## config.mk

```make
export PLATFORM = sky130hd
export DESIGN_NAME = sha256_w_schedule
export DESIGN_NICKNAME = d
export VERILOG_FILES = /design/src/rtl/sha256_w_schedule.sv
export SDC_FILE = /design/constraint.sdc
export NUM_CORES = 1
export LEC_CHECK = 0
export CORE_UTILIZATION = 50
export DETAILED_ROUTE_END_ITERATION = 8
export PLACE_DENSITY = 0.75
export SETUP_SLACK_MARGIN = 0.05
export SYNTH_ARGS = -nofsm -noshare
export SYNTH_HDL_FRONTEND = slang
export SYNTH_SLANG_ARGS = --single-unit
export TNS_END_PERCENT = 30
```

## constraint.sdc

```tcl
create_clock -name clk -period 4.9 [get_ports clk]
set_input_delay 0.98 -clock clk [delete_from_list [all_inputs] [get_ports clk]]
set_output_delay 0.98 -clock clk [all_outputs]
set_load 0.01 [all_outputs]
```

## src/rtl/sha256_w_schedule.sv

```systemverilog
// SHA-256 message schedule: expands one 512-bit block into W[0..63], one word per cycle.
// Define SHA256_W_STALL_EN to add a stall input that freezes the schedule while in RUN.
module sha256_w_schedule (
    input  logic         clk,
    input  logic         reset,
    input  logic         start,
`ifdef SHA256_W_STALL_EN
    input  logic         stall,
`endif
    input  logic [511:0] M,
    output logic [5:0]   round,
    output logic [31:0]  Wt,
    output logic         Wt_valid,
    output logic         last,
    output logic         busy
);

    localparam logic [0:0] StIdle = 1'b0;
    localparam logic [0:0] StRun  = 1'b1;

    logic [0:0]        state_q, state_d;
    logic [5:0]        n_q, n_d;
    logic [15:0][31:0] w_q, w_d;
    logic [31:0]       wt_q, wt_d;
    logic              wt_valid_q, wt_valid_d;
    logic              last_q, last_d;
    logic              advance;
    logic [31:0]       w_next;

    function automatic logic [31:0] sigma0(input logic [31:0] x);
        return {x[6:0], x[31:7]} ^ {x[17:0], x[31:18]} ^ {3'b000, x[31:3]};
    endfunction

    function automatic logic [31:0] sigma1(input logic [31:0] x);
        return {x[16:0], x[31:17]} ^ {x[18:0], x[31:19]} ^ {10'd0, x[31:10]};
    endfunction

`ifdef SHA256_W_STALL_EN
    assign advance = ~stall;
`else
    assign advance = 1'b1;
`endif

    // w_q[0] always holds W[n]; the new tail word is W[n+16].
    assign w_next = sigma1(w_q[14]) + w_q[9] + sigma0(w_q[1]) + w_q[0];

    always_comb begin
        state_d    = state_q;
        n_d        = n_q;
        w_d        = w_q;
        wt_d       = wt_q;
        wt_valid_d = 1'b0;
        last_d     = 1'b0;
        if (state_q == StIdle) begin
            if (start) begin
                state_d = StRun;
                n_d     = 6'd0;
                for (int i = 0; i < 16; i++) begin
                    w_d[i] = M[32*(15-i) +: 32];
                end
            end
        end else if (advance) begin
            wt_d       = w_q[0];
            wt_valid_d = 1'b1;
            last_d     = (n_q == 6'd63);
            for (int i = 0; i < 15; i++) begin
                w_d[i] = w_q[i+1];
            end
            w_d[15] = w_next;
            if (n_q == 6'd63) begin
                state_d = StIdle;
                n_d     = 6'd0;
            end else begin
                n_d = n_q + 6'd1;
            end
        end
    end

    always_ff @(posedge clk) begin
        if (reset) begin
            state_q    <= StIdle;
            n_q        <= 6'd0;
            w_q        <= '0;
            wt_q       <= 32'd0;
            wt_valid_q <= 1'b0;
            last_q     <= 1'b0;
        end else begin
            state_q    <= state_d;
            n_q        <= n_d;
            w_q        <= w_d;
            wt_q       <= wt_d;
            wt_valid_q <= wt_valid_d;
            last_q     <= last_d;
        end
    end

    // The external K ROM registers K[round] on the same edge Wt registers W[n].
    assign round    = (state_q == StRun) ? n_q : 6'd0;
    assign busy     = (state_q == StRun);
    assign Wt       = wt_q;
    assign Wt_valid = wt_valid_q;
    assign last     = last_q;

endmodule

```

==> metrics.txt, run 1 <==
post-DP HPWL between 70,000 and 80,000 µm; post_cts resized 0; peak supply drop approximately 0.0003 V; met2 usage 53.8%; die area ~60,000 µm²; FF-to-FF path depth 15; vias per cell around 5.5; pwr/cell area 374 nW/µm²; Area Growth Syn to Fin 27.1%; post-CTS setup repair buffer count 0; largest net degree at the start of global routing 277; Worst-Margin Slew approximately 1.1 ns; fin nets 4,460; highest clock rate 236 MHz; total leakage power around 16 nW; Slew HR 24.2%; drt drc 0; Netlist cell types 57; area occupied by multi-input gates 16,100 µm²; Mean Syn Cell Area approximately 8.3 µm²; CP Capture Type register; most crowded layer after global routing met2; Fill cells 4,921; Die W ~240 µm; Worst-path clk slew 0.07 ns; FFs w/ async S/R, synth 0%; clock sinks 553; CP Capture Point w_q[511]; Main synth FF type dfxtp_1; Arrival @ worst endpoint 4.75 ns; total wire length about 100,000 µm; Hold Buf Count CTS 0; total gr overflow 0; pre-CTS setup slack 0.706 ns; Die H 242 µm; register area share after synthesis 38.4%; maxcap violations 0; clock latency on the worst-skew pair about 0.63 ns; Finished Core Util 64.6%; Avg WL per Cell 22.0 µm; Finished Layout Cells 4,666; setup violators final 0; placed insts 4,547; crit path launch type register; reg2reg end w_q[511]; sequential cell area 11,100 µm²; post-synth top area cell dfxtp_1; drt first-iter violations approximately 2,200; r2r setup slk approximately 0.66 ns; GP Congestion 1.00; top cells by area, synth dfxtp_1 38%, mux2i_1 18%, nor2_1 13%; final setup skew 0.0229 ns; vias in the first global route 23,600; worst-path maximum fanout 7; placeable core area roughly 57,000 µm²; GR met3 Demand/Resource 6.81%; Global Route Usage Sum between 30 and 40%; crit share post-route between 80% and 90%; unrepaired setup endpoints after global routing false; worst r2r src w_q[466]; antenna violations before repair 20; CTS max path bufs 3; antenna-violating nets left 0; detailed-route via count 25,400; global-route wire length before repair 149,000 µm; EDFF count, synth 0; Warnings, synthesis 0; Port Buf Inserts 555; Req. time, crit path 5.41 ns; most frequent cells in the layout 984 x nor2_1, 553 x clkdlybuf4s50_1, 552 x dfxtp_1, 504 x mux2i_1, 503 x a21oi_1; Setup TNS 0 ns; final worst-path setup slack 0.658 ns; Synth Cell Area 28,800 µm²; H-tree depth 2; leading cell type in the layout, fill and taps excluded nor2_1; crit path time final between 4 and 5 ns; Tot Pwr between 0.01 and 0.015 W; Final Slew Violations 0; Initial Util 50.9%; layout cells sized above 1 roughly 3.6%; Root Buffer Master clkbuf_16; syn_nets 4,094; Min-Delay Path Class register to register; CTS buffer count between 50 and 60; outcome finished, final reports clean; Synth Instances between 3,000 and 4,000; Final Hold Fails 0; Crit. Startpoint w_q[466]; # IOs roughly 560; num rows 87; #FFs+latches synth 553; TritonCTS clock tree built; Setup Crit Path Kind register to register; drt first pass iters 6; area share of the largest cell type after synthesis 38.4%; met1 Usage GRT ~44%
-- registers in the layout, indices dropped and copies added, names as in the netlist --
signal    count
Wt           32
Wt_valid      1
busy          1
last          1
n_q           6
w_q         512
-- power breakdown --
| part | total (W) | leakage (nW) | internal (W) | switching (W) |
|---|---|---|---|---|
| Sequential | 0.00518 | 4.54 | 0.00483 | 0.000344 |
| Combinational | 0.00385 | 10.1 | 0.00166 | 0.00219 |
| Clock | 0.00467 | 0.990 | 0.00277 | 0.00189 |
| Total | 0.0137 | 15.7 | 0.00926 | 0.00443 |
-- cell type report --
cell class	instances	share of cell area (%)
antenna	12	0.0821
clock buffer	89	4.78
clock inverter	18	0.732
inverter	139	1.43
multi-input combinational	2512	43.9
sequential	553	30.3
tap	756	2.59
timing repair buffer	587	16.2
-- routing by layer --
| layer | wire (µm) | vias up |
|---|---|---|
| li1 | - | 12400 |
| met1 | 43400 | 11900 |
| met2 | 46900 | 933 |
| met3 | 7570 | 178 |
| met4 | 4640 | 20 |
| met5 | 138 | - |
-- per-stage QoR --
step / instance area, µm² / hold WS (ns)
after global placement: 34500 / 0.462
final: 36600 / 0.488
after detailed placement: 34500 / 0.468
after CTS: 36600 / 0.488
after global routing: 36600 / 0.513
after floorplan: 28800 / 0.451
-- cell families after synthesis --
logic type,synth area share [%]
compound gates,13.1
xor+xnor,4.23
flops,38.4
simple gates,15.2
buf+inv,5.76
mux,17.6
fa+ha+maj,5.70
-- worst max-delay path: stages, from the launching register on --
cell and delay, ns:
dfxtp_1 0.46, xor2_1 0.21, xnor2_1 0.22, fa_1 0.49, fa_1 0.45, inv_1 0.07, ha_1 0.16, inv_1 0.07
fa_1 0.49, nor2b_4 0.14, o211ai_1 0.10, a31o_1 0.29, a31oi_4 0.31, o21ai_2 0.12, o31a_1 0.29, a211o_1 0.27
-- worst min-delay path by stage --
stage | start | endpoint | slack, ns | cells after the start
floorplan | w_q[493] | w_q[461] | 0.45 | 2
global placement | w_q[271] | w_q[239] | 0.46 | 2
detailed placement | w_q[281] | w_q[249] | 0.47 | 2
CTS | w_q[280] | w_q[248] | 0.49 | 2
global route | w_q[202] | w_q[170] | 0.51 | 2
finish | w_q[382] | w_q[350] | 0.49 | 2
-- Yosys cell counts (25+ instances only) --
cell,count
clkbuf_1,200
dfxtp_1,553
nor2b_1,45
buf_1,38
ha_1,32
buf_2,42
inv_1,139
nand2_1,25
nor2_1,984
a21oi_1,503
a211oi_1,91
mux2i_1,504
fa_1,62
xor2_1,58
xnor2_1,81
No activity file was read; power rests on OpenSTA's default activity.
==> run 2, diff against run 1 <==
--- a/config.mk
+++ b/config.mk
@@ -5,9 +5,10 @@
 export SDC_FILE = /design/constraint.sdc
 export NUM_CORES = 1
 export LEC_CHECK = 0
-export CORE_UTILIZATION = 50
+export CORE_UTILIZATION = 53
+export CTS_CLUSTER_SIZE = 12
 export DETAILED_ROUTE_END_ITERATION = 8
-export PLACE_DENSITY = 0.75
+export PLACE_DENSITY = 0.79
 export SETUP_SLACK_MARGIN = 0.05
 export SYNTH_ARGS = -nofsm -noshare
 export SYNTH_HDL_FRONTEND = slang
==> metrics.txt, run 2 (synthesis results as in run 1) <==
outcome finished, final reports clean; largest net degree at the start of global routing 200 (-28%); die area 55,300 µm² (-5.6%); antenna-violating nets left 0 (unchanged); antenna violations before repair 19 (-5.0%); leading cell type in the layout, fill and taps excluded nor2_1; Initial Util 53.6% (+2.7 points); detailed-route via count 25,600 (+0.49%); CTS max path bufs 3 (unchanged); setup violators final 0 (unchanged); maxcap violations 0 (unchanged); CP Capture Type register; vias per cell 5.55 (+1.8%); Min Hold Slack 0.482 ns (-0.00578 ns); met1 Usage GRT 46.1% (+2.4 points); Avg WL per Cell 21.8 µm (-0.86%); # IOs 556 (unchanged); highest clock rate 231 MHz (-2.1%); TritonCTS clock tree built; pre-CTS setup slack 0.625 ns (-0.0811 ns); reg2reg end w_q[511]; crit share post-route 88.4% (+1.9 points); most crowded layer after global routing met2; pwr/cell area 366 nW/µm² (-2.1%); crit path time final 4.33 ns (+0.0911 ns); placeable core area 53,700 µm² (-5.1%); Setup Crit Path Kind register to register; post-DP HPWL 75,900 µm (-1.5%); drt first pass iters 5 (-1); FF-to-FF path depth 15 (unchanged); Crit. Startpoint w_q[466]; Arrival @ worst endpoint 4.83 ns (+0.08 ns); vias in the first global route 23,700 (+0.33%); GR met3 Demand/Resource 6.54% (-0.27 points); clock latency on the worst-skew pair 0.62 ns (about the same); Global Route Usage Sum 35.2% (+1.5 points); clock sinks 553 (unchanged); Root Buffer Master clkbuf_16; layout cells sized above 1 3.54% (-0.052 points); total gr overflow 0 (unchanged); max FFs per register 512 (unchanged); Die W 235 µm (-2.8%); Die H 235 µm (-2.8%); post_cts resized 0 (unchanged); met2 usage 56.6% (+2.8 points); Worst-Margin Slew 1.07 ns (-0.0675 ns); GP Congestion 0.968 (-3.2%); H-tree depth 2 (unchanged); total leakage power 15.6 nW (-0.31%); final worst-path setup slack 0.567 ns (-0.0911 ns); Final Slew Violations 0 (unchanged); Port Buf Inserts 555 (unchanged); num rows 85 (-2.3%); global-route wire length before repair 147,000 µm (-1.2%); unrepaired setup endpoints after global routing false; Hold Buf Count CTS 0 (unchanged); Top reg by flops w_q; worst-path maximum fanout 7 (unchanged); post-CTS setup repair buffer count 0 (unchanged); drt first-iter violations 2,364 (+6.1%); CP Capture Point w_q[511]; crit path launch type register; total wire length 101,000 µm (-2.1%); r2r setup slk 0.57 ns (-0.09 ns); Setup TNS 0 ns (unchanged); worst r2r src w_q[466]; final setup skew 0.0153 ns (-0.00760 ns); Slew HR 28.7% (+4.5 points); Req. time, crit path 5.39 ns (-0.02 ns); peak supply drop 0.000272 V (-10%); drt drc 0 (unchanged); CTS buffer count 58 (unchanged); Min-Delay Path Class register to register; fin nets 4,467 (+0.16%); Worst-path clk slew 0.06 ns (about the same); Area Growth Syn to Fin 26.4%; most frequent cells in the layout 984 x nor2_1, 553 x clkdlybuf4s50_1, 552 x dfxtp_1, 504 x mux2i_1, 503 x a21oi_1; Final Hold Fails 0 (unchanged)
==> run 2: per-layer routing <==
metal,vias to the layer above,part of all wire (%)
met5,-,0.079
met4,12,4.6
met3,203,7.7
met2,1059,46
met1,11900,42
li1,12400,-
==> run 2: cell type report <==
class,count,area (µm²)
well taps,696,871
fillers,4378,17300
multi-input cells,2512,16100
clock inverters,13,129
repair buffers,594,6010
inverters,139,522
diodes,13,32.5
flip-flops and latches,553,11100
clock buffers,88,1690
==> run 2: power breakdown <==
group / switching (W) / total, W / internal (W)
combinational: 0.00217 / 0.00384 / 0.00166
sequential: 0.000366 / 0.00520 / 0.00483
clock: 0.00184 / 0.00430 / 0.00247
==> run 2: worst min-delay path by stage <==
stage / from / endpoint / slack, ns / cells after the start
after floorplan: w_q[493] / w_q[461] / 0.45 / 2
after global placement: w_q[277] / w_q[245] / 0.46 / 2
after detailed placement: w_q[277] / w_q[245] / 0.47 / 2
after CTS: w_q[273] / w_q[241] / 0.48 / 2
after global routing: w_q[172] / w_q[140] / 0.50 / 2
final: w_q[273] / w_q[241] / 0.48 / 2
==> run 2: worst max-delay path: stages (launching register included) <==
cell and delay [ns]:
dfxtp_1 0.46, xor2_1 0.12, xnor2_1 0.36, fa_1 0.51, fa_1 0.43, inv_1 0.08
ha_1 0.16, inv_1 0.06, fa_1 0.49, nor2b_4 0.14, o211ai_1 0.11, a31o_1 0.28
a31oi_4 0.31, o21ai_2 0.12, o31a_1 0.29, a211o_1 0.27
==> run 2: metrics by stage <==
| step | std cells | power [W] | instance area [µm²] | utilization, % |
|---|---|---|---|---|
| final | 4608 | 0.0133 | 36400 | 67.8 |
| after CTS | 4595 | 0.0133 | 36400 | 67.7 |
| after detailed placement | 4494 | 0.00904 | 34500 | 64.3 |
| after global placement | 4494 | 0.00903 | 34500 | 64.3 |
| after floorplan | 3485 | 0.00771 | 28800 | - |
| after global routing | 4607 | 0.0140 | 36400 | 67.8 |
==> run 3, diff against run 2 <==
--- a/config.mk
+++ b/config.mk
@@ -8,6 +8,7 @@
 export CORE_UTILIZATION = 53
 export CTS_CLUSTER_SIZE = 12
 export DETAILED_ROUTE_END_ITERATION = 8
+export GPL_ROUTABILITY_DRIVEN = 0
 export PLACE_DENSITY = 0.79
 export SETUP_SLACK_MARGIN = 0.05
 export SYNTH_ARGS = -nofsm -noshare
==> metrics.txt, run 3 (synthesis results as in run 1) <==
crit path launch type register; num rows 85 (unchanged); Top reg by flops w_q; top cell family by delay on the critical path compound AO/OA/AOI/OAI gates; post-DP HPWL 75,000 µm (-1.3%); placeable core area 53,700 µm² (unchanged); Slew HR 24.5% (-4.3 points); post_cts resized 0 (unchanged); Avg WL per Cell 21.6 µm (-0.84%); Min-Delay Path Class register to register; total gr overflow 0 (unchanged); met1 Usage GRT 43.8% (-2.2 points); met2 usage 55.1% (-1.4 points); Sw Share 32.8% (about the same); most frequent cells in the layout 984 x nor2_1, 553 x clkdlybuf4s50_1, 552 x dfxtp_1, 504 x mux2i_1, 503 x a21oi_1; largest net degree at the start of global routing 209 (+4.5%); most crowded layer after global routing met2; Initial Util 53.6% (unchanged); Die H 235 µm (unchanged); final worst-path setup slack 0.725 ns (+0.159 ns); Hold Buf Count CTS 0 (unchanged); Final Slew Violations 0 (unchanged); most used cell, CP fa_1; layout cells sized above 1 3.42% (-0.12 points); Die W 235 µm (unchanged); Port Buf Inserts 555 (unchanged); Net Sw Power 0.00437 W (about the same); Arrival @ worst endpoint 4.68 ns (-0.15 ns); Finished Layout Cells 4,601 (-0.15%); clock network fraction of total power 32.4% (about the same); drt first pass iters 6 (+1); CP Capture Type register; FF-to-FF path depth 13 (-2); # IOs 556 (unchanged); placed insts 4,488 (-0.13%); Setup Crit Path Kind register to register; antenna violations before repair 19 (unchanged); post-CTS setup repair buffer count 0 (unchanged); crit path time final 4.17 ns (-0.159 ns); CTS max path bufs 3 (unchanged); detailed-route via count 25,600 (+0.020%); unrepaired setup endpoints after global routing false; maxcap violations 0 (unchanged); pwr/cell area 367 nW/µm² (about the same); total leakage power 15.6 nW (-0.21%); total wire length 99,600 µm (-0.99%); crit share post-route 85.2% (-3.2 points); vias per cell 5.56 (+0.17%); Worst-Margin Slew 1.13 ns (+0.0638 ns); logic gate share of total power 28.7% (about the same); global-route wire length before repair 145,000 µm (-1.2%); Seq pwr share 38.9% (about the same); H-tree depth 2 (unchanged); Critical path buffers and inverters 1 (-1); Pint 0.00895 W (-0.15%); Crit. Startpoint w_q[469]; worst-path maximum fanout 7 (unchanged); Worst-path clk slew 0.06 ns (about the same); clock latency on the worst-skew pair 0.63 ns (about the same); Setup TNS 0 ns (unchanged); CP max stage delay 0.49 ns (-0.02 ns); Root Buffer Master clkbuf_16; CP Depth 13 (-2); fin nets 4,461 (-0.13%); TritonCTS clock tree built; outcome finished, final reports clean; Global Route Usage Sum 34.8% (-0.38 points); peak supply drop 0.000313 V (+15%); Area Growth Syn to Fin 26.2%; antenna-violating nets left 0 (unchanged); Final Hold Fails 0 (unchanged); reg2reg end w_q[508]; worst r2r src w_q[469]; die area 55,300 µm² (unchanged); clock sinks 553 (unchanged); Req. time, crit path 5.40 ns (about the same); final setup skew 0.0199 ns (+0.00465 ns); Slowest cell on crit path fa_1; pre-CTS setup slack 0.811 ns (+0.186 ns); r2r setup slk 0.73 ns (+0.16 ns); max FFs per register 512 (unchanged); CP Capture Point w_q[508]; drt first-iter violations 2,606 (+10%); cells along the critical path xor2_1 > xnor2_1 > fa_1 > fa_1 > inv_1 > ha_1 > a21oi_1 > o221ai_2 > a41oi_4 > a22oi_1 > a31oi_1 > mux2i_1 > o22ai_1; leading cell type in the layout, fill and taps excluded nor2_1; GR met3 Demand/Resource 8.82% (+2.3 points); setup violators final 0 (unchanged); highest clock rate 240 MHz (+3.8%); vias in the first global route 23,600 (-0.17%); CTS buffer count 58 (unchanged); drt drc 0 (unchanged)
run 3: worst min-delay path: cells and delay by family, from the launching register on:
family          cells  cell delay (ns)
compound gates      1             0.06
flops               1             0.32
simple gates        1             0.07
run 3: metrics by stage:
| step | hold slack (ns) | instance area, µm² | util, % | power, W |
|---|---|---|---|---|
| 6_report | 0.485 | 36300 | 67.7 | 0.0133 |
| 5_1_grt | 0.502 | 36300 | 67.7 | 0.0139 |
| 4_1_cts | 0.488 | 36300 | 67.6 | 0.0133 |
| 3_5_place_dp | 0.470 | 34500 | 64.2 | 0.00895 |
| 3_3_place_gp | 0.463 | 34500 | 64.2 | 0.00888 |
| 2_1_floorplan | 0.451 | 28800 | - | 0.00771 |
run 3: cell type report:
type | count | area, µm²
tap | 696 | 871
clock buffer | 89 | 1720
sequential | 553 | 11100
clock inverter | 13 | 115
timing repair buffer | 588 | 5950
fill | 4418 | 17400
antenna | 11 | 27.5
inverter | 139 | 522
multi-input combinational | 2512 | 16100
run 3: worst min path at each step:
stage               cells past startpoint  slack [ns]     start        to
floorplan                               2        0.45  w_q[493]  w_q[461]
CTS                                     2        0.49  w_q[209]  w_q[177]
detailed placement                      2        0.47  w_q[265]  w_q[233]
global route                            2        0.50  w_q[209]  w_q[177]
global placement                        2        0.46  w_q[283]  w_q[251]
finish                                  2        0.48  w_q[218]  w_q[186]
run 3: metal layers:
| layer | share of wire (%) | vias up |
|---|---|---|
| met2 | 45 | 1117 |
| met3 | 9.1 | 232 |
| met5 | 0.12 | - |
| met4 | 5.5 | 18 |
| met1 | 40 | 11800 |
| li1 | - | 12400 |
run 3: power by group through the flow:
stage / clock network, W / logic [W] / registers, W
3_3_place_gp: 0 / 0.00362 / 0.00526
6_report: 0.00431 / 0.00382 / 0.00519
5_1_grt: 0.00454 / 0.00418 / 0.00520
3_5_place_dp: 0 / 0.00369 / 0.00526
4_1_cts: 0.00435 / 0.00374 / 0.00517
2_1_floorplan: 0 / 0.00264 / 0.00507
